$ cat src/rtl/zcmt_jt_responder.sv
// ZCMT jump-table fetch responder: one outstanding table-word read at a time.
// Defining ZCMT_JT_CACHE_EN adds a direct-mapped entry cache; otherwise every aligned read goes to memory.
module zcmt_jt_responder #(
    parameter  int unsigned INDEX_WIDTH = 10,
    parameter  int unsigned TAG_WIDTH   = 24,
    parameter  int unsigned ID_WIDTH    = 1,
    parameter  int unsigned ENTRIES     = 8,
    localparam int unsigned ADDR_WIDTH  = INDEX_WIDTH + TAG_WIDTH
) (
    input  logic                   clk_i,
    input  logic                   rst_i,
    input  logic                   flush_i,
    input  logic                   req_i,
    output logic                   gnt_o,
    input  logic [INDEX_WIDTH-1:0] addr_index_i,
    input  logic [TAG_WIDTH-1:0]   addr_tag_i,
    input  logic                   tag_valid_i,
    input  logic                   kill_req_i,
    input  logic [ID_WIDTH-1:0]    id_i,
    output logic                   rvalid_o,
    output logic [ID_WIDTH-1:0]    rid_o,
    output logic [31:0]            rdata_o,
    output logic                   rerr_o,
    output logic                   mem_req_o,
    output logic [ADDR_WIDTH-1:0]  mem_addr_o,
    input  logic                   mem_gnt_i,
    input  logic                   mem_rvalid_i,
    input  logic [31:0]            mem_rdata_i,
    input  logic                   mem_err_i
);

    localparam int unsigned WADDR_WIDTH = ADDR_WIDTH - 2;

    typedef enum logic [1:0] {
        IDLE,
        RESP,
        MISS_REQ,
        MISS_WAIT
    } state_e;

    state_e                 state_q, state_d;
    logic [WADDR_WIDTH-1:0] waddr_q, waddr_d;
    logic [ID_WIDTH-1:0]    id_q, id_d;
    logic [31:0]            rdata_q, rdata_d;
    logic                   rerr_q, rerr_d;
    logic                   killed_q, killed_d;

    logic [ADDR_WIDTH-1:0]  req_addr;
    logic                   accept;
    logic                   misaligned;
    logic                   hit;
    logic [31:0]            hit_data;
    logic                   fill;

    assign req_addr   = {addr_tag_i, addr_index_i};
    assign gnt_o      = (state_q == IDLE) & tag_valid_i;
    assign accept     = req_i & gnt_o;
    assign misaligned = |req_addr[1:0];

    // A kill during the response cycle swallows the pulse; payload is zero whenever no pulse is driven.
    assign rvalid_o   = (state_q == RESP) & ~kill_req_i;
    assign rid_o      = rvalid_o ? id_q    : '0;
    assign rdata_o    = rvalid_o ? rdata_q : '0;
    assign rerr_o     = rvalid_o & rerr_q;
    assign mem_req_o  = (state_q == MISS_REQ);
    assign mem_addr_o = mem_req_o ? {waddr_q, 2'b00} : '0;

    always_comb begin
        // NOTE: every signal driven here gets a default first so no path leaves it unassigned (no latch).
        state_d  = state_q;
        waddr_d  = waddr_q;
        id_d     = id_q;
        rdata_d  = rdata_q;
        rerr_d   = rerr_q;
        killed_d = killed_q;
        fill     = 1'b0;

        unique case (state_q)
            IDLE: begin
                if (accept) begin
                    waddr_d  = req_addr[ADDR_WIDTH-1:2];
                    id_d     = id_i;
                    killed_d = 1'b0;
                    if (misaligned) begin
                        rdata_d = '0;
                        rerr_d  = 1'b1;
                        state_d = RESP;
                    end else if (hit) begin
                        rdata_d = hit_data;
                        rerr_d  = 1'b0;
                        state_d = RESP;
                    end else begin
                        state_d = MISS_REQ;
                    end
                end
            end
            RESP: begin
                state_d = IDLE;
            end
            MISS_REQ: begin
                // Once granted the read must complete, so a same-cycle kill only marks it.
                if (mem_gnt_i) begin
                    killed_d = kill_req_i;
                    state_d  = MISS_WAIT;
                end else if (kill_req_i) begin
                    state_d = IDLE;
                end
            end
            MISS_WAIT: begin
                if (kill_req_i) begin
                    killed_d = 1'b1;
                end
                if (mem_rvalid_i) begin
                    fill    = ~mem_err_i;
                    rdata_d = mem_rdata_i;
                    rerr_d  = mem_err_i;
                    state_d = (killed_q | kill_req_i) ? IDLE : RESP;
                end
            end
            default: begin
                state_d = IDLE;
            end
        endcase
    end

    always_ff @(posedge clk_i) begin
        // NOTE: sequential state uses non-blocking assignments so all registers update from pre-edge values.
        if (rst_i) begin
            state_q  <= IDLE;
            waddr_q  <= '0;
            id_q     <= '0;
            rdata_q  <= '0;
            rerr_q   <= 1'b0;
            killed_q <= 1'b0;
        end else begin
            state_q  <= state_d;
            waddr_q  <= waddr_d;
            id_q     <= id_d;
            rdata_q  <= rdata_d;
            rerr_q   <= rerr_d;
            killed_q <= killed_d;
        end
    end

`ifdef ZCMT_JT_CACHE_EN
    localparam int unsigned SET_BITS   = $clog2(ENTRIES);
    localparam int unsigned CTAG_WIDTH = WADDR_WIDTH - SET_BITS;

    logic [ENTRIES-1:0]    valid_q;
    logic [CTAG_WIDTH-1:0] tag_q  [ENTRIES];
    logic [31:0]           data_q [ENTRIES];
    logic                  no_fill_q;
    logic                  do_fill;

    logic [SET_BITS-1:0]   req_set, fill_set;
    logic [CTAG_WIDTH-1:0] req_ctag, fill_ctag;

    assign req_set   = req_addr[SET_BITS+1:2];
    assign req_ctag  = req_addr[ADDR_WIDTH-1:SET_BITS+2];
    assign fill_set  = waddr_q[SET_BITS-1:0];
    assign fill_ctag = waddr_q[WADDR_WIDTH-1:SET_BITS];

    // A flush in the accept cycle must not let a soon-to-be-invalid entry answer.
    assign hit      = valid_q[req_set] & (tag_q[req_set] == req_ctag) & ~flush_i;
    assign hit_data = data_q[req_set];
    assign do_fill  = fill & ~no_fill_q & ~flush_i;

    always_ff @(posedge clk_i) begin
        if (rst_i) begin
            valid_q   <= '0;
            no_fill_q <= 1'b0;
        end else begin
            if (flush_i) begin
                valid_q <= '0;
            end else if (do_fill) begin
                valid_q[fill_set] <= 1'b1;
            end
            if (state_q == IDLE) begin
                no_fill_q <= 1'b0;
            end else if (flush_i && (state_q == MISS_REQ || state_q == MISS_WAIT)) begin
                no_fill_q <= 1'b1;
            end
        end
    end

    // NOTE: entry tags and data are not reset; valid_q alone decides whether they mean anything.
    always_ff @(posedge clk_i) begin
        if (do_fill) begin
            tag_q[fill_set]  <= fill_ctag;
            data_q[fill_set] <= mem_rdata_i;
        end
    end
`else
    localparam int unsigned unused_entries = ENTRIES;
    logic                   unused_cache_sigs;

    assign hit               = 1'b0;
    assign hit_data          = '0;
    assign unused_cache_sigs = flush_i | fill;
`endif

endmodule

$ cat config.mk
export PLATFORM = sky130hd
export DESIGN_NAME = zcmt_jt_responder
export DESIGN_NICKNAME = d
export VERILOG_FILES = /design/src/rtl/zcmt_jt_responder.sv
export SDC_FILE = /design/constraint.sdc
export NUM_CORES = 1
export LEC_CHECK = 0
export ABC_AREA = 0
export BUFFER_PORTS_ARGS = -buffer_cell sky130_fd_sc_hd__buf_2
export CAP_MARGIN = 20
export CORE_MARGIN = 4
export CORE_UTILIZATION = 49
export DETAILED_ROUTE_END_ITERATION = 12
export PLACE_DENSITY = 0.84
export SLEW_MARGIN = 20
export SYNTH_ARGS = -nofsm -noshare
export SYNTH_HDL_FRONTEND = slang
export SYNTH_SLANG_ARGS = --single-unit
$ cat constraint.sdc
create_clock -name clk_i -period 3.3 [get_ports clk_i]
set_clock_uncertainty 0.1 [all_clocks]
set_input_delay 0.66 -clock clk_i [delete_from_list [all_inputs] [get_ports clk_i]]
set_output_delay 0.66 -clock clk_i [all_outputs]
set_load 0.1 [all_outputs]
# Word-level counts from Yosys, hierarchy flattened
# Index checks and enable logic that the tools add are counted.
dict set report totals {
  register_bits 69
  latchBits 0
  ramBits 0
  mem_bits_ro 0
  input_bits 76
  output_inout_bits 71
  word_cells 51
  memories 0
}
dict set report op_classes {
  n_addsub 0
  n_mul 0
  div_mod_pow 0
  n_lt_le_gt_ge 0
  n_eq_ne 9
  n_shift 0
  muxes 22
  bitwise 6
  reduce_logical 8
}
# cell count
set ops {}
lappend ops {{2-to-1 mux 32 bit} 4}
lappend ops {{one-hot mux 32 bit (2 select lines)} 1}
lappend ops {{2-to-1 mux 34 bit} 1}
lappend ops {{2-to-1 mux 2 bit} 5}
lappend ops {{2-to-1 mux 1 bit} 8}
lappend ops {{inequality test 2 bit, second input constant} 4}
lappend ops {{one-hot mux 2 bit (4 select lines)} 1}
lappend ops {{AND reduction 4 bit} 2}
lappend ops {{bitwise AND 1 bit} 4}
lappend ops {{== test 2 bit, second input constant} 2}
lappend ops {{inequality test 3 x 2 -> 1 bit, second input constant} 1}
lappend ops {{one-hot mux 1 bit (3 select lines)} 1}
lappend ops {{AND reduction 3 bit} 1}
lappend ops {{nonzero test 3 bit} 1}
lappend ops {{== test 2 x 1 -> 1 bit, second input constant} 1}
lappend ops {{zero test 2 bit} 1}
lappend ops {{inequality test 2 x 1 -> 1 bit, second input constant} 1}
lappend ops {{one-hot mux 1 bit (2 select lines)} 1}
lappend ops {{AND reduction 2 bit} 1}
lappend ops {{nonzero test 2 bit} 1}
lappend ops {{OR reduction 2 bit} 1}
lappend ops {{NOT 1 bit} 1}
lappend ops {{OR 1 bit} 1}

# Depth between registers and ports, before layout
dict set report depth {
  ltp_word 5
  mapped_depth 6
}

# Least setup slack after synthesis
# OpenSTA, ideal clock, no wires.
dict set report synth_timing {
  path_kind {input port to output port}
  start {in kill_req_i}
  end {out rdata_o[22]}
  t_arrival_ns 2.813
  path_slack_ns -0.273
  cell_stages 3
  n_path_buf 1
  cell_sequence {nor3b_2 > clkbuf_1 > and2_1}
}
dict set report synth_via {
  elab_chain_cells 3
}
# element line_no
set synth_rtl {}
lappend synth_rtl {{start: declaration} 18} ;# input logic kill_req_i,
lappend synth_rtl {{NOT 1 bit} 61} ;# assign rvalid_o = (state_q == RESP) & ~kill_req_i;
lappend synth_rtl {{bitwise AND 1 bit} 61}
lappend synth_rtl {{via rvalid_o} 20} ;# output logic rvalid_o,
lappend synth_rtl {{2-to-1 mux 32 bit} 63} ;# assign rdata_o = rvalid_o ? rdata_q : '0;
lappend synth_rtl {{end: declaration} 22} ;# output logic [31:0] rdata_o,
# The timed path passes the listed nets, and every way through them passes these cells.

# Worst setup path after layout
dict set report layout_timing {
  start {reg state_q[1]}
  end {out mem_addr_o[9]}
}
dict set report layout_via {
  elab_chain_cells 2
}
# element line_no
set layout_rtl {}
lappend layout_rtl {{start: declaration} 41} ;# state_e state_q, state_d;
lappend layout_rtl {{start signal: assignment} 136} ;# state_q <= state_d;
lappend layout_rtl {{== test 2 bit} 65} ;# assign mem_req_o = (state_q == MISS_REQ);
lappend layout_rtl {{2-to-1 mux 34 bit} 66} ;# assign mem_addr_o = mem_req_o ? {waddr_q, 2'b00} : '0;
lappend layout_rtl {{end: declaration} 25} ;# output logic [ADDR_WIDTH-1:0] mem_addr_o,
# Every way passes these cells.

==> impl_metrics.env <==
export IMPL_status="finished clean"
export IMPL_power_per_cell_area_nw_per_um2=400
export IMPL_cts_resized_gates=0
export IMPL_worstMarginPinSlew_ns=0.797
export IMPL_coreArea_um2=5640
export IMPL_vias_per_cell=5.05
export IMPL_syn_inst=328
export IMPL_hold_buffers=0
export IMPL_critPathKind="flip-flop to output port"
export IMPL_cp_max_fo=33
export IMPL_start_util_pct=51.6
export IMPL_holdCritStartpoint="waddr_q[15]"
export IMPL_antenna_found_initial=0
export IMPL_setup_viol=0
export IMPL_postRouteWirelength_um=7650
export IMPL_die_h_um=85.1
export IMPL_cts_sinks=69
export IMPL_clockRootBuffer="clkbuf_8"
export IMPL_rsz0062_at_grt="no"
export IMPL_cts_setup_buffers=0
export IMPL_synth_warnings=0
export IMPL_cp_arrival_ns=2.11
export IMPL_postPlaceCellArea_um2=4110
export IMPL_syn_to_final_growth_pct=47.5
export IMPL_wl_per_cell_um=14.2
export IMPL_leakagePower_nw=1.92
export IMPL_drive_above_1_share_pct=35.2
export IMPL_grt_pass1_wl_um=12100
export IMPL_cts_tree="done"
export IMPL_vias=2719
export IMPL_min_to="waddr_q[15]"
export IMPL_drc=0
export IMPL_maxSlewViolCount=0
export IMPL_rr_endpoint="rdata_q[3]"
export IMPL_ys_seq_area_share_pct=47.4
export IMPL_grt_usage_pct=20.7
export IMPL_fmax_mhz=348
export IMPL_path_cells="and2b_1, buf_4, and2_1, buf_2"
export IMPL_holdCritPathClass="flip-flop to flip-flop"
export IMPL_rows=27
export IMPL_holdWs_ns=0.350
export IMPL_fin_nets=537
export IMPL_fin_area_um2=4300
export IMPL_post_dp_hpwl_um=5650
export IMPL_r2r_start="state_q[1]"
export IMPL_syn_avg_cell_area_um2=8.88
export IMPL_r2r_setup_slack_ns=1.16
export IMPL_drt_iter0_markers=122
export IMPL_period_share_pct=87.0
export IMPL_die_w_um=85.1
export IMPL_netlist_area_um2=2910
export IMPL_clkLatencyLatePin_ns=0.33
export IMPL_grt_pass1_vias=2584
export IMPL_num_io_pins=147
export IMPL_slew_headroom_pct=46.6
export IMPL_reg2reg_depth=4
export IMPL_ys_seq_elements=69
export IMPL_ant_nets=0
export IMPL_grt_overflow=0
export IMPL_die_area_um2=7240
export IMPL_vdd_drop_max_v=0.000315
export IMPL_first_pass_iters=4
export IMPL_crit_slowest_cell="dfxtp_1"
export IMPL_clkTransAtPathRegs_ns=0.06
export IMPL_place_gp_congestion=0.760
export IMPL_nFillCells=366
export IMPL_holdPathStages=2
export IMPL_slowest_delay_ns=0.71
export IMPL_hold_viol_final=0
export IMPL_cts_htree_levels=3
export IMPL_portBuffers=143
export IMPL_post_route_util_pct=76.1
export IMPL_numCtsBuffers=9
export IMPL_ys_types=26
export IMPL_endpoint_kind="output port"
export IMPL_path_buf_inv=2
export IMPL_antennaDiodeCount=0
export IMPL_cts_max_path_buffers=2
export IMPL_grt_start_max_net_pins=41
export IMPL_fin_crit_ns=2.87
export IMPL_cp_top_family="flip-flops"
export IMPL_fin_setup_tns_ns=0
export IMPL_cap_viol_max_count=0
export IMPL_crit_path_start_kind="flip-flop"
export IMPL_worst_ep_required_time_ns=2.54
[per-stage QoR]
step | setup slack [ns] | total power, mW | std cells
detailed placement | 0.795 | 1.08 | 522
CTS | 0.427 | 1.73 | 538
floorplan | 0.201 | 1.02 | 329
global placement | 0.833 | 1.07 | 522
finish | 0.429 | 1.72 | 538
global route | 0.292 | 1.80 | 538
[area by class of cell]
type / instances / area, um2 / area share, %
timing repair buffer: 149 / 1290 / 29.9
tap: 72 / 90.1 / 2.10
multi-input combinational: 232 / 1350 / 31.5
clock buffer: 15 / 156 / 3.64
sequential: 69 / 1380 / 32.2
clock inverter: 1 / 30.0 / 0.699
[registers in the layout (all words and copies together) (netlist names)]
name      cells
state_q       2
waddr_q      32
killed_q      1
id_q          1
rdata_q      32
rerr_q        1
[placed cells by master, fill, tap and decap left out, types with 2 or more instances in the layout]
cell type    n
clkbuf_8    10
buf_2      108
a22oi_1      2
o21ai_0      4
nand2_1     69
dfxtp_1     69
a22o_1      32
conb_1       2
a21oi_1     35
buf_4        6
and2_1      68
clkbuf_1     5
buf_12      35
nor2_1       7
[cells in the mapped netlist (all sizes together)]
library cell	instances	area share (%)
mux2	1	0.39
a311oi	1	0.30
clkbuf	9	1.2
conb	1	0.13
a21oi	35	6.0
nor2	7	0.90
a22oi	2	0.52
buf	19	5.2
a2bb2oi	1	0.30
o31ai	1	0.73
a31oi	1	0.21
o21ai	5	1.2
nor3b	2	0.69
a32o	1	0.34
nand2	69	8.9
a22o	32	9.6
dfxtp	69	47
nand4bb	1	0.39
nand3	1	0.17
and2	68	15
nor3	1	0.56
and2b	1	0.26
[tightest hold or removal path, delay by kind of cell, from the launching register on]
kind | cells | cell delay, ns
DFF | 1 | 0.30
AOI/OAI and AO/OA | 1 | 0.05
and+or+nand+nor | 1 | 0.05
[cells by family (layout without fill, tap and decap cells)]
group,after synthesis,after routing,synth area share (%)
multiplexers,1,1,0.387
buffers and inverters,28,165,6.31
other,1,2,0.129
flip-flops,69,69,47.4
AND/OR/NAND/NOR,150,150,26.5
AO/OA/AOI/OAI,79,79,19.3
[routing by layer]
layer	routed length [um]	vias up	share of wire [%]	track usage, %
met5	0	-	0	0
met4	138	0	1.8	9.06
met3	663	13	8.7	6.60
met2	3500	110	46	33.3
met1	3360	1239	44	25.5
li1	-	1357	-	-
[worst max path at each step]
stage               startpoint              to  slack [ns]  cells past startpoint
floorplan           kill_req_i     rdata_o[22]        0.20                      3
global placement    state_q[1]   mem_addr_o[5]        0.83                      4
detailed placement  state_q[1]   mem_addr_o[5]        0.80                      4
CTS                 state_q[1]  mem_addr_o[21]        0.43                      4
global route        state_q[1]  mem_addr_o[33]        0.29                      4
finish              state_q[1]   mem_addr_o[9]        0.43                      4
[power breakdown]
part / internal, mW / total (mW) / switching [mW]
clock network: 0.372 / 0.656 / 0.284
registers: 0.856 / 0.872 / 0.0155
logic: 0.0677 / 0.192 / 0.124
Power figures use the tool's default switching activity.
